$ cat src/rtl/spi_req_arbiter_if.sv
// Bundle between the round-robin SPI arbiter, its requesters and the SPI
// parent transmit engine.
//   slave  : the arbiter side (takes requests, drives grant/ack and the engine)
//   master : the environment side (requesters plus the SPI engine)
interface spi_req_arbiter_if #(
   parameter int NUM_REQ = 4,
   parameter int DATA_W  = 12
);
   // requester side
   logic [NUM_REQ-1:0]        req;
   logic [NUM_REQ*DATA_W-1:0] req_data;
   logic [NUM_REQ-1:0]        grant;
   logic [NUM_REQ-1:0]        ack;

   // SPI engine side
   logic                      spi_start;
   logic [DATA_W-1:0]         spi_data;
   logic                      spi_busy;
   logic                      spi_done;

   // status
   logic                      arb_busy;
   logic                      err;

   modport slave (
      input  req, req_data, spi_busy, spi_done,
      output grant, ack, spi_start, spi_data, arb_busy, err
   );

   modport master (
      output req, req_data, spi_busy, spi_done,
      input  grant, ack, spi_start, spi_data, arb_busy, err
   );
endinterface

$ cat src/rtl/spi_req_arbiter.sv
// Round-robin scheduler sharing one SPI parent transmit engine between
// NUM_REQ requesters. The winner's payload is latched, a one-cycle start is
// issued once the engine is idle, the engine's done pulse is turned into a
// one-cycle ack to the owner, and a GAP_CYCLES idle gap (SS high) is enforced
// before the next transaction.
//
// Optional build macro TIMEOUT_EN: adds a WAIT watchdog. After TIMEOUT_CYCLES
// cycles in WAIT without spi_done, err pulses for one cycle, the grant is
// dropped without an ack and the arbiter moves on through GAP. Without the
// macro WAIT waits indefinitely and err is tied low.
module spi_req_arbiter #(
   parameter int NUM_REQ        = 4,
   parameter int DATA_W         = 12,
   parameter int GAP_CYCLES     = 200,
   parameter int TIMEOUT_CYCLES = 20000
) (
   input logic             clk,
   input logic             rst,
   spi_req_arbiter_if.slave bus
);

   localparam int IDX_W = $clog2(NUM_REQ);
   localparam int GAP_W = $clog2(GAP_CYCLES + 2);
   localparam logic [GAP_W-1:0] GAP_LAST = GAP_W'((GAP_CYCLES > 0) ? GAP_CYCLES - 1 : 0);
   localparam logic [IDX_W-1:0] IDX_LAST = IDX_W'(NUM_REQ - 1);

   typedef enum logic [1:0] {
      IDLE  = 2'd0,
      START = 2'd1,
      WAIT  = 2'd2,
      GAP   = 2'd3
   } state_t;

   state_t state;
   state_t state_nxt;

   // registered outputs and datapath
   logic [NUM_REQ-1:0] grant_reg, grant_nxt;
   logic [NUM_REQ-1:0] ack_reg,   ack_nxt;
   logic               start_reg, start_nxt;
   logic               err_reg,   err_nxt;
   logic [DATA_W-1:0]  data_reg,  data_nxt;
   logic [IDX_W-1:0]   cur_reg,   cur_nxt;
   logic [IDX_W-1:0]   last_reg,  last_nxt;
   logic [GAP_W-1:0]   gap_cnt,   gap_nxt;

   // arbitration result
   logic               any_req;
   logic [IDX_W-1:0]   win_idx;
   logic [IDX_W-1:0]   scan_idx;

   // completion qualifiers
   logic               done_ok;
   logic               timeout_hit;

   // Requester index 'step' positions after 'base', wrapping at NUM_REQ.
   function automatic logic [IDX_W-1:0] rr_index(input logic [IDX_W-1:0] base,
                                                  input int step);
      rr_index = IDX_W'((int'(base) + step) % NUM_REQ);
   endfunction

   // The done pulse cannot belong to this transaction while our own start
   // pulse is still on the wire, so it is ignored in that cycle.
   assign done_ok = (state == WAIT) && bus.spi_done && !start_reg;

   // Round-robin search: first set request after the last served requester.
   // Scanning from the far end lets the nearest candidate overwrite the rest.
   always_comb begin
      any_req  = 1'b0;
      win_idx  = '0;
      scan_idx = '0;
      for (int i = NUM_REQ; i >= 1; i--) begin
         scan_idx = rr_index(last_reg, i);
         if (bus.req[scan_idx]) begin
            any_req = 1'b1;
            win_idx = scan_idx;
         end
      end
   end

`ifdef TIMEOUT_EN
   localparam int WD_W = $clog2(TIMEOUT_CYCLES + 1);
   localparam logic [WD_W-1:0] WD_LAST = WD_W'((TIMEOUT_CYCLES > 0) ? TIMEOUT_CYCLES - 1 : 0);

   logic [WD_W-1:0] wd_cnt;

   // Watchdog: counts cycles spent in WAIT, cleared whenever WAIT is left.
   always_ff @(posedge clk) begin
      if (rst || (state != WAIT)) begin
         wd_cnt <= '0;
      end else if (!timeout_hit) begin
         wd_cnt <= wd_cnt + 1'b1;
      end
   end

   assign timeout_hit = (state == WAIT) && !done_ok && (wd_cnt == WD_LAST);
`else
   logic [31:0] unused_timeout_cfg;
   assign unused_timeout_cfg = 32'(TIMEOUT_CYCLES);
   assign timeout_hit        = 1'b0;
`endif

   // FSM state register.
   always_ff @(posedge clk) begin
      if (rst) begin
         state <= IDLE;
      end else begin
         state <= state_nxt;
      end
   end

   // FSM next-state logic.
   always_comb begin
      state_nxt = state;
      case (state)
         IDLE: begin
            if (any_req) state_nxt = START;
         end
         START: begin
            if (!bus.spi_busy) state_nxt = WAIT;
         end
         WAIT: begin
            if (done_ok || timeout_hit) begin
               state_nxt = (GAP_CYCLES == 0) ? IDLE : GAP;
            end
         end
         GAP: begin
            if (gap_cnt == GAP_LAST) state_nxt = IDLE;
         end
         default: state_nxt = IDLE;
      endcase
   end

   // FSM output logic: next values of the registered outputs and datapath.
   always_comb begin
      grant_nxt = grant_reg;
      ack_nxt   = '0;
      start_nxt = 1'b0;
      err_nxt   = 1'b0;
      data_nxt  = data_reg;
      cur_nxt   = cur_reg;
      last_nxt  = last_reg;
      gap_nxt   = gap_cnt;
      case (state)
         IDLE: begin
            if (any_req) begin
               grant_nxt = NUM_REQ'(1) << win_idx;
               data_nxt  = bus.req_data[int'(win_idx)*DATA_W +: DATA_W];
               cur_nxt   = win_idx;
            end
         end
         START: begin
            if (!bus.spi_busy) start_nxt = 1'b1;
         end
         WAIT: begin
            if (done_ok) begin
               // grant is one-hot on cur, so it doubles as the ack vector
               ack_nxt   = grant_reg;
               grant_nxt = '0;
               last_nxt  = cur_reg;
               gap_nxt   = '0;
            end else if (timeout_hit) begin
               err_nxt   = 1'b1;
               grant_nxt = '0;
               last_nxt  = cur_reg;
               gap_nxt   = '0;
            end
         end
         GAP: begin
            gap_nxt = gap_cnt + 1'b1;
         end
         default: begin
            grant_nxt = '0;
         end
      endcase
   end

   // Output and datapath registers; reset aborts any transaction silently.
   always_ff @(posedge clk) begin
      if (rst) begin
         grant_reg <= '0;
         ack_reg   <= '0;
         start_reg <= 1'b0;
         err_reg   <= 1'b0;
         data_reg  <= '0;
         cur_reg   <= '0;
         last_reg  <= IDX_LAST;
         gap_cnt   <= '0;
      end else begin
         grant_reg <= grant_nxt;
         ack_reg   <= ack_nxt;
         start_reg <= start_nxt;
         err_reg   <= err_nxt;
         data_reg  <= data_nxt;
         cur_reg   <= cur_nxt;
         last_reg  <= last_nxt;
         gap_cnt   <= gap_nxt;
      end
   end

   assign bus.grant     = grant_reg;
   assign bus.ack       = ack_reg;
   assign bus.spi_start = start_reg;
   assign bus.spi_data  = data_reg;
   assign bus.err       = err_reg;
   assign bus.arb_busy  = (state != IDLE);

endmodule

$ cat src/flat_wrapper.sv
// flat-port wrapper written by rule: the top's interface ports become plain ports
module spi_req_arbiter_flat 
#(
   parameter int NUM_REQ        = 4,
   parameter int DATA_W         = 12,
   parameter int GAP_CYCLES     = 200,
   parameter int TIMEOUT_CYCLES = 20000
)
  (clk, rst, bus_req, bus_req_data, bus_spi_busy, bus_spi_done, bus_grant, bus_ack, bus_spi_start, bus_spi_data, bus_arb_busy, bus_err);
  spi_req_arbiter_if #(.NUM_REQ(NUM_REQ), .DATA_W(DATA_W)) bus_i ();
  input logic clk;
  input logic rst;
  input wire logic [$bits(bus_i.req)-1:0] bus_req;
  input wire logic [$bits(bus_i.req_data)-1:0] bus_req_data;
  input wire logic [$bits(bus_i.spi_busy)-1:0] bus_spi_busy;
  input wire logic [$bits(bus_i.spi_done)-1:0] bus_spi_done;
  output wire logic [$bits(bus_i.grant)-1:0] bus_grant;
  output wire logic [$bits(bus_i.ack)-1:0] bus_ack;
  output wire logic [$bits(bus_i.spi_start)-1:0] bus_spi_start;
  output wire logic [$bits(bus_i.spi_data)-1:0] bus_spi_data;
  output wire logic [$bits(bus_i.arb_busy)-1:0] bus_arb_busy;
  output wire logic [$bits(bus_i.err)-1:0] bus_err;
  assign bus_i.req = bus_req;
  assign bus_i.req_data = bus_req_data;
  assign bus_i.spi_busy = bus_spi_busy;
  assign bus_i.spi_done = bus_spi_done;
  assign bus_grant = bus_i.grant;
  assign bus_ack = bus_i.ack;
  assign bus_spi_start = bus_i.spi_start;
  assign bus_spi_data = bus_i.spi_data;
  assign bus_arb_busy = bus_i.arb_busy;
  assign bus_err = bus_i.err;
  spi_req_arbiter #(.NUM_REQ(NUM_REQ), .DATA_W(DATA_W), .GAP_CYCLES(GAP_CYCLES), .TIMEOUT_CYCLES(TIMEOUT_CYCLES)) u_core (.clk(clk), .rst(rst), .bus(bus_i));
endmodule
$ cat config.mk
export PLATFORM = sky130hd
export DESIGN_NAME = spi_req_arbiter_flat
export DESIGN_NICKNAME = d
export VERILOG_FILES = /design/src/rtl/spi_req_arbiter_if.sv /design/src/rtl/spi_req_arbiter.sv /design/src/flat_wrapper.sv
export SDC_FILE = /design/constraint.sdc
export NUM_CORES = 1
export LEC_CHECK = 0
export BUFFER_PORTS_ARGS = -buffer_cell sky130_fd_sc_hd__buf_2
export CORE_UTILIZATION = 35
export DETAILED_ROUTE_END_ITERATION = 16
export PLACE_DENSITY = 0.6
export SLEW_MARGIN = 25
export SYNTH_ARGS = -nofsm -noshare
export SYNTH_HDL_FRONTEND = slang
export SYNTH_SLANG_ARGS = --single-unit
$ cat constraint.sdc
create_clock -name clk -period 5.4 [get_ports clk]
set_input_delay 0.54 -clock clk [delete_from_list [all_inputs] [get_ports clk]]
set_output_delay 0.54 -clock clk [all_outputs]
set_load 0.01 [all_outputs]
==> results.cfg, run 1 <==
[run_status]
status = complete, no violations

[flow_run]
drv_cap = 0

[logic_synthesis]
ys_seq_area_frac = 0.373
synth_edf_count = 0
synth-xor-area-share = 0.0233
synth_top_area_share = 0.373
synth_cell_types = 42
synth-main-ff-cell = dfxtp_1
synth-compound-area-share = 0.298
muxShareOfSynthArea = 0.0772
synthSimpleGateAreaFrac = 0.144
synth_top_family_by_area = compound AO/OA/AOI/OAI gates
synth-adder-area-share = 0.0333
ys_warn_count = 0
avgSynthCellArea_um2 = 8.99
synthCells = 209
synth_area_um2 = 1880
synth_top_cell_by_area = dfxtp_1
synthArstFlopShare = 0
syn_nets = 270
ys_top_cells_by_area = dfxtp_1, a211oi_1, mux2i_1
synth_seq_cells = 35

[layout]
area.sequential_um2 = 701
largest_register_ffs = 12
layout-drive-gt1-share = 0.316
fillers = 582
multi_input_area_um2 = 1090
syn_to_final_growth_pct = 26.3
final_cell_mix = buf_2, dfxtp_1, a211oi_1
final_common_cell = buf_2
antennaDiodeCount = 0
layout.nets = 342

[drt]
drt-total-wl_um = 4610
drc = 0
wl_met2_um = 2240
drt_first_pass_iters = 4
wl_met1_um = 2060
ant_nets = 0
vias_per_cell = 5.00
route.vias.total = 1761
top_layer = met4
wl_per_cell_um = 13.1
wl_met3_um = 213
drt_iter0_markers = 78

[global_routing]
grt_pass1_wl_um = 7310
grt_max_degree = 29
grt_overflow = 0
track_usage = 0.171
antenna_found_initial = 0
first_global_vias = 1606

[clock_network]
clk_pin_slew_ns = 0.07
cts.repair.resized = 0
clock_latency_ns = 0.29
cts-root-buf = clkbuf_8
htreeDepth = 2
cts_tree = yes
cts_buffers = 5
cts_buffer_depth = 2
ctsHoldBuffers = 0
cts.sinks = 35
post-cts-setup-buffer-count = 0

[placed_design]
dp_slack_ns = 2.87
io_buffer_count = 77
place_hpwl_um = 3330
gp_routability_congestion = 0.775

[critical_path]
arrival_ns = 2.53
cp.required_ns = 5.60
end_kind = register
crit_buf_inv = 0
worstSetupPathType = reg2reg
critical_path.top_delay_family = compound AO/OA/AOI/OAI gates
worst_setup_path_start_kind = register
critPathSlowestCell = o21bai_1
path_cells = a21boi_0 > o21bai_1 > and2_4 > mux2i_1 > a211oi_1
slowest_delay_ns = 0.69
cp_max_fo = 27

[timing]
clock-skew-final_ns = 0.00392
timing.setup.tns_ns = 0
slew_headroom = 0.329
fin_ws_ns = 3.07
min_period_over_period = 0.432
drv_slew = 0
period_needed_ns = 2.33
finalHoldViolCount = 0
finalSetupViolations = 0
fmax_mhz = 429
tightest_slew_ns = 1.00
rsz0062_at_grt = no

[pwr]
leakagePower_uw = 0.00109
irDropWorstVdd_mv = 0.136
power_density_nw_per_um2 = 376

[die]
placementRows = 26
die_y_um = 75.3
io_pins = 79
start_util = 0.366
die_w_um = 75.3
core_um2 = 5140
dieArea_um2 = 5670

[worst_hold_path]
hp-class = in2reg
## worst paths after layout
| kind | start | slack [ns] | to | cells after the start |
|---|---|---|---|---|
| max | u_core.last_reg[1] | 3.07 | u_core.bus.spi_data[8] | 5 |
| min | bus_spi_busy | 0.42 | u_core.bus.spi_start | 2 |
| max reg2reg | u_core.last_reg[1] | 3.07 | u_core.bus.spi_data[8] | 5 |
| min reg2reg | u_core.bus.grant[0] | 0.47 | u_core.bus.grant[0] | 2 |
## power by group
| group | switching [µW] | internal, µW |
|---|---|---|
| Combinational | 206 | 146 |
| Clock | 97.7 | 88.2 |
| Sequential | 35.6 | 319 |
| Total | 339 | 554 |
## cells by family (layout without fill, tap and decap cells)
kind of cell | after synthesis | in the layout
XOR/XNOR | 5 | 5
AO/OA/AOI/OAI | 76 | 76
multiplexers | 14 | 14
buffers and inverters | 19 | 92
flip-flops | 35 | 35
other | 1 | 1
adder cells (fa/ha/maj) | 5 | 5
AND/OR/NAND/NOR | 54 | 54
## routing by layer
metal,track usage,vias to the layer above
met5,0,-
met4,0.0782,0
met3,0.0348,9
met2,0.300,39
met1,0.200,802
li1,-,911
## Yosys cell counts (2+ instances only)
library cell and n:
clkbuf_1 8, a211oi_1 26, nand2b_1 3, nor2b_1 2, dfxtp_1 35, buf_2 2
buf_6 2, nand3_1 4, inv_1 6, mux2i_1 13, and3_1 2, xnor2_1 2
o21bai_1 14, or4_1 2, o21ai_0 5, ha_1 5, and2_1 6, a21boi_0 13
nor2_1 17, a32oi_1 3, xor2_1 3, a21oi_1 6, nand2_1 11
## area by class of cell
type,count,share of cell area
clock buffers,5,0.0290
repair buffers,78,0.166
clock inverters,3,0.00633
flip-flops and latches,35,0.295
multi-input cells,155,0.458
well taps,70,0.0369
inverters,6,0.00949
## through the flow
stage                     utilization  cells  hold WS [ns]  total power (µW)  area [µm²]
after floorplan                     -    209         0.454               595        1880
after global placement          0.445    344         0.459               710        2290
after detailed placement        0.445    344         0.466               715        2290
after CTS                       0.462    352         0.421               903        2370
after global routing            0.462    352         0.417               957        2370
final                           0.462    352         0.424               893        2370
No activity file was read; power rests on OpenSTA's default activity.
==> inputs of run 2 (changes only) <==
==> constraint.sdc (replaced) <==
create_clock -name clk -period 2.2 [get_ports clk]
set_input_delay 0.22 -clock clk [delete_from_list [all_inputs] [get_ports clk]]
set_output_delay 0.22 -clock clk [all_outputs]
set_load 0.01 [all_outputs]
==> run 2 against run 1 <==
Compared with the run above: maximum frequency is 22% higher; clock skew rose by 0.0017 ns; combinational power grew to 2.5 times the previous value; core utilization up 1.2 points; clock power rose to 3.0 times the previous value.
==> results.cfg, run 2 (synthesized netlist as in run 1, its figures left out) <==
[run_status]
status = complete, no violations

[drt]
ant_nets = 0
vias_per_cell = 5.04
route.vias.total = 1798
drt_first_pass_iters = 4
drc = 0
wl_per_cell_um = 13.0
drt_iter0_markers = 57
drt-total-wl_um = 4660

[critical_path]
r2r_cells = 5
rrSetupSlack_ns = 0.29
worst_setup_path_start_kind = register
end_kind = register
cp-startpoint = u_core.last_reg[1]
reg2reg_to = u_core.bus.spi_data[9]
arrival_ns = 2.10
crit_end = u_core.bus.spi_data[9]
cp.required_ns = 2.39
reg2reg_from = u_core.last_reg[1]
worstSetupPathType = reg2reg
cp_max_fo = 27

[timing]
tightest_slew_ns = 0.583
clock-skew-final_ns = 0.00558
finalSetupViolations = 0
timing.setup.tns_ns = 0
drv_slew = 0
hold_slack_ns = 0.114
rsz0062_at_grt = no
period_needed_ns = 1.91
fin_ws_ns = 0.293
finalHoldViolCount = 0
fmax_mhz = 524
slew_headroom = 0.606
min_period_over_period = 0.867

[global_routing]
first_global_vias = 1712
grt_pass1_wl_um = 7510
grt_overflow = 0
antenna_found_initial = 0
track_usage = 0.175
grt_max_degree = 29

[layout]
largest_register_ffs = 12
final_util = 0.474
layout-drive-gt1-share = 0.324
final_common_cell = buf_2
layout.nets = 348
fillers = 569
syn_to_final_growth_pct = 29.7
antennaDiodeCount = 0
final_cell_mix = buf_2, dfxtp_1, a211oi_1

[placed_design]
dp_slack_ns = 0.326
io_buffer_count = 77
place_hpwl_um = 3370
gp_routability_congestion = 0.826

[clock_network]
clock_latency_ns = 0.28
cts_tree = yes
cts_buffers = 5
cts_buffer_depth = 2
cts.repair.resized = 0
cts-root-buf = clkbuf_8
post-cts-setup-buffer-count = 0
ctsHoldBuffers = 0
htreeDepth = 2
cts.sinks = 35
clk_pin_slew_ns = 0.07

[worst_hold_path]
hp-class = in2reg

[die]
die_w_um = 75.3
dieArea_um2 = 5670
placementRows = 26
io_pins = 79
core_um2 = 5140
start_util = 0.366
die_y_um = 75.3

[pwr]
irDropWorstVdd_mv = 0.626
leakagePower_uw = 0.00113
power_density_nw_per_um2 = 949

[flow_run]
drv_cap = 0
-- run 2: cell types whose count changed in the layout (fill, tap and decap cells not counted) --
cell       before  now
buf_4           1    7
bufinv_16       0    1
clkbuf_1        0    1
clkinv_2        3    0
-- run 2: per-layer routing --
metal	part of all wire	wire length [µm]	up-vias	global-route usage
li1	-	-	923	-
met1	0.46	2120	823	0.212
met2	0.48	2240	43	0.299
met3	0.044	206	9	0.0402
met4	0.019	87	0	0.0741
met5	0	0	-	0
-- run 2: worst max-delay path, cell delays in order, from the launching register on --
cell and delay, ns:
dfxtp_1 0.47, mux2_4 0.33, a22oi_2 0.21, and2_4 0.43
a211oi_1 0.14, a211oi_1 0.23
-- run 2: per-stage QoR --
stage	cells	instance area, µm²	power [µW]
after CTS	357	2440	2340
after floorplan	209	1880	1460
after global placement	350	2330	1770
after global routing	357	2440	2480
after detailed placement	350	2330	1780
final	357	2440	2310
-- run 2: layout make-up --
cell class	count	area, µm²	share of cell area
timing repair buffer	84	438	0.180
sequential	35	701	0.287
multi-input combinational	155	1090	0.446
clock inverter	1	30.0	0.0123
tap	70	87.6	0.0359
inverter	6	22.5	0.00924
clock buffer	6	72.6	0.0298
-- run 2: how the worst min path moves through the flow --
stage                 start                    to  slack [ns]  depth (start not counted)
6_report       bus_spi_busy  u_core.bus.spi_start        0.11                          2
5_1_grt        bus_spi_busy  u_core.bus.spi_start        0.10                          2
4_1_cts        bus_spi_busy  u_core.bus.spi_start        0.11                          2
3_5_place_dp   bus_spi_busy  u_core.bus.spi_start        0.41                          2
3_3_place_gp   bus_spi_busy  u_core.bus.spi_start        0.41                          2
2_1_floorplan  bus_spi_busy  u_core.bus.spi_start        0.30                          1
-- run 2: power by group --
part	internal (µW)	switching, µW	total, µW
Sequential	783	81.6	865
Clock	332	226	558
Combinational	384	506	890
==> inputs of run 3 (changes only) <==
--- a/config.mk
+++ b/config.mk
@@ -5,10 +5,11 @@
 export SDC_FILE = /design/constraint.sdc
 export NUM_CORES = 1
 export LEC_CHECK = 0
+export ABC_AREA = 1
 export BUFFER_PORTS_ARGS = -buffer_cell sky130_fd_sc_hd__buf_2
 export CORE_UTILIZATION = 35
 export DETAILED_ROUTE_END_ITERATION = 16
-export PLACE_DENSITY = 0.6
+export PLACE_DENSITY = 0.58
 export SLEW_MARGIN = 25
 export SYNTH_ARGS = -nofsm -noshare
 export SYNTH_HDL_FRONTEND = slang
==> run 3 against run 2 <==
Compared with the run above: area after synthesis increased by 14%; total power up 43%; first-iteration DRC count is 44% higher; clock-buffer cell count did not move; setup slack better by 0.0094 ns; critical path type unchanged.
==> results.cfg, run 3 <==
[placed_design]
io_buffer_count = 77
placed_cells = 490
place_hpwl_um = 4180
gp_routability_congestion = 0.852

[logic_synthesis]
ys_warn_count = 0
ys_seq_area_frac = 0.326
synth_top_area_share = 0.326
synth_edf_count = 0
synth_cell_types = 26
synth_seq_cells = 35
syn_nets = 408
synth_area_um2 = 2150
synth_top_cell_by_area = dfxtp_1
ys_top_cells_by_area = dfxtp_1, nand2_1, nor2_1
synth-main-ff-cell = dfxtp_1
synthCells = 347
yosysMostFrequentCell = nand2_1
synth_common_cells = nand2_1, nor2_1, dfxtp_1, inv_1, nand3_1
avgSynthCellArea_um2 = 6.19
synthArstFlopShare = 0

[clock_network]
cts_buffers = 5
clk_pin_slew_ns = 0.07
cts_buffer_depth = 2
ctsHoldBuffers = 0
htreeDepth = 2
cts_tree = yes
cts.sinks = 35
cts-root-buf = clkbuf_8
clock_latency_ns = 0.29

[global_routing]
first_global_vias = 2178
antenna_found_initial = 0
track_usage = 0.185
grt_max_degree = 29
grt_overflow = 0
grt_pass1_wl_um = 9360

[timing]
rsz0062_at_grt = no
fmax_mhz = 527
timing.setup.tns_ns = 0
min_period_over_period = 0.863
finalSetupViolations = 0
drv_slew = 0
clock-skew-final_ns = 0.00237
period_needed_ns = 1.90
finalHoldViolCount = 0

[die]
start_util = 0.363
placementRows = 28
die_w_um = 80.3
dieArea_um2 = 6460
io_pins = 79
die_y_um = 80.3
core_um2 = 5920

[drt]
route.vias.total = 2294
drt_iter0_markers = 82
drt_first_pass_iters = 4
ant_nets = 0
drc = 0
drt-total-wl_um = 5580
wl_per_cell_um = 11.2
vias_per_cell = 4.61

[layout]
fillers = 647
stdcell_count = 498
layout.nets = 483
syn_to_final_growth_pct = 26.2
area.sequential_um2 = 701
multi_input_area_um2 = 1200
final_common_cell = nand2_1
layout-drive-gt1-share = 0.258
antennaDiodeCount = 0
final_cell_mix = nand2_1, buf_2, nor2_1
largest_register_ffs = 12

[critical_path]
path_cells = inv_1 > ha_2 > nand2_1 > nor2_4 > inv_1 > o21ai_2 > inv_1 > nor2_2 > nand3_1 > nor2_1 > o21ai_0 > a21oi_1
arrival_ns = 2.12
crit_buf_inv = 3
crit_top_cell = inv_1
critical_path.top_delay_family = simple AND/OR/NAND/NOR gates
worst_setup_path_start_kind = register
end_kind = register
worstSetupPathType = reg2reg
critPathSlowestCell = dfxtp_1
cp.required_ns = 2.42
cp_max_fo = 8
slowest_delay_ns = 0.34

[pwr]
p_int_uw = 1850
power_density_nw_per_um2 = 1220
leakagePower_uw = 0.00138
clkPwrFrac = 0.181
switching_power_uw = 1460
pwr-share-comb = 0.539
power_switching_share = 0.442
finalPower_uw = 3310
irDropWorstVdd_mv = 0.591
p_seq_frac = 0.280

[run_status]
status = complete, no violations

[flow_run]
drv_cap = 0

[worst_hold_path]
hp-class = in2reg
[run 3: cell count changes after synthesis, moves of 13 or more]
cell / previous run / this run
a211oi_1: 26 / 1
a21boi_0: 13 / 0
inv_1: 6 / 35
mux2i_1: 13 / 0
nand2_1: 11 / 78
nand3_1: 4 / 33
nand4_1: 1 / 14
nor2_1: 17 / 75
o21ai_0: 5 / 18
o21bai_1: 14 / 0
[run 3: layer usage]
| metal | global-route usage | vias to the layer above | wire length (µm) |
|---|---|---|---|
| li1 | - | 1247 | - |
| met1 | 0.223 | 978 | 2660 |
| met2 | 0.325 | 58 | 2580 |
| met3 | 0.0409 | 11 | 234 |
| met4 | 0.0536 | 0 | 104 |
| met5 | 0 | - | 0 |
[run 3: power groups by stage]
stage	clock (µW)	sequential (µW)	combinational, µW
finish	598	929	1790
global route	644	950	2070
floorplan	0	982	1270
global placement	0	942	1770
CTS	614	927	1800
detailed placement	0	938	1790
[run 3: final cells by class]
class                   count  area share
clock buffers               6      0.0305
clock inverters             2      0.0129
inverters                  40      0.0563
multi-input cells         257       0.444
flip-flops and latches     35       0.258
well taps                  75      0.0346
repair buffers             83       0.163
[run 3: kinds of logic (layout without fill, tap and decap cells)]
group | Yosys count | in the layout | synth area share
AND/OR/NAND/NOR | 212 | 212 | 0.431
buffers and inverters | 55 | 131 | 0.115
AO/OA/AOI/OAI | 39 | 39 | 0.0973
flip-flops | 35 | 35 | 0.326
adder cells (fa/ha/maj) | 5 | 5 | 0.0291
other | 1 | 1 | 0.00175
[run 3: what timing repair did]
action,in CTS,in global routing
hold endpoints to repair,0,0
setup buffers,0,0
resized for setup,0,1
endpoints found under the setup margin,0,2
[run 3: worst paths after layout]
kind	endpoint	startpoint	depth (start not counted)	slack (ns)
worst max-delay path	u_core.gap_cnt[6]	u_core.state[0]	12	0.30
worst min-delay path	u_core.bus.spi_start	bus_spi_busy	2	0.1
worst max register to register	u_core.gap_cnt[6]	u_core.state[0]	12	0.30
worst min register to register	u_core.bus.ack[2]	u_core.bus.grant[2]	2	0.45
[run 3: stage by stage]
step           worst slack (ns)  hold slack (ns)  utilization  cell area, µm²
3_3_place_gp              0.326            0.395        0.438            2590
4_1_cts                   0.234           0.0913        0.458            2710
3_5_place_dp              0.250            0.397        0.438            2590
5_1_grt                  0.0170           0.0983        0.458            2710
6_report                  0.302           0.0980        0.458            2710
2_1_floorplan             0.500            0.292            -            2150
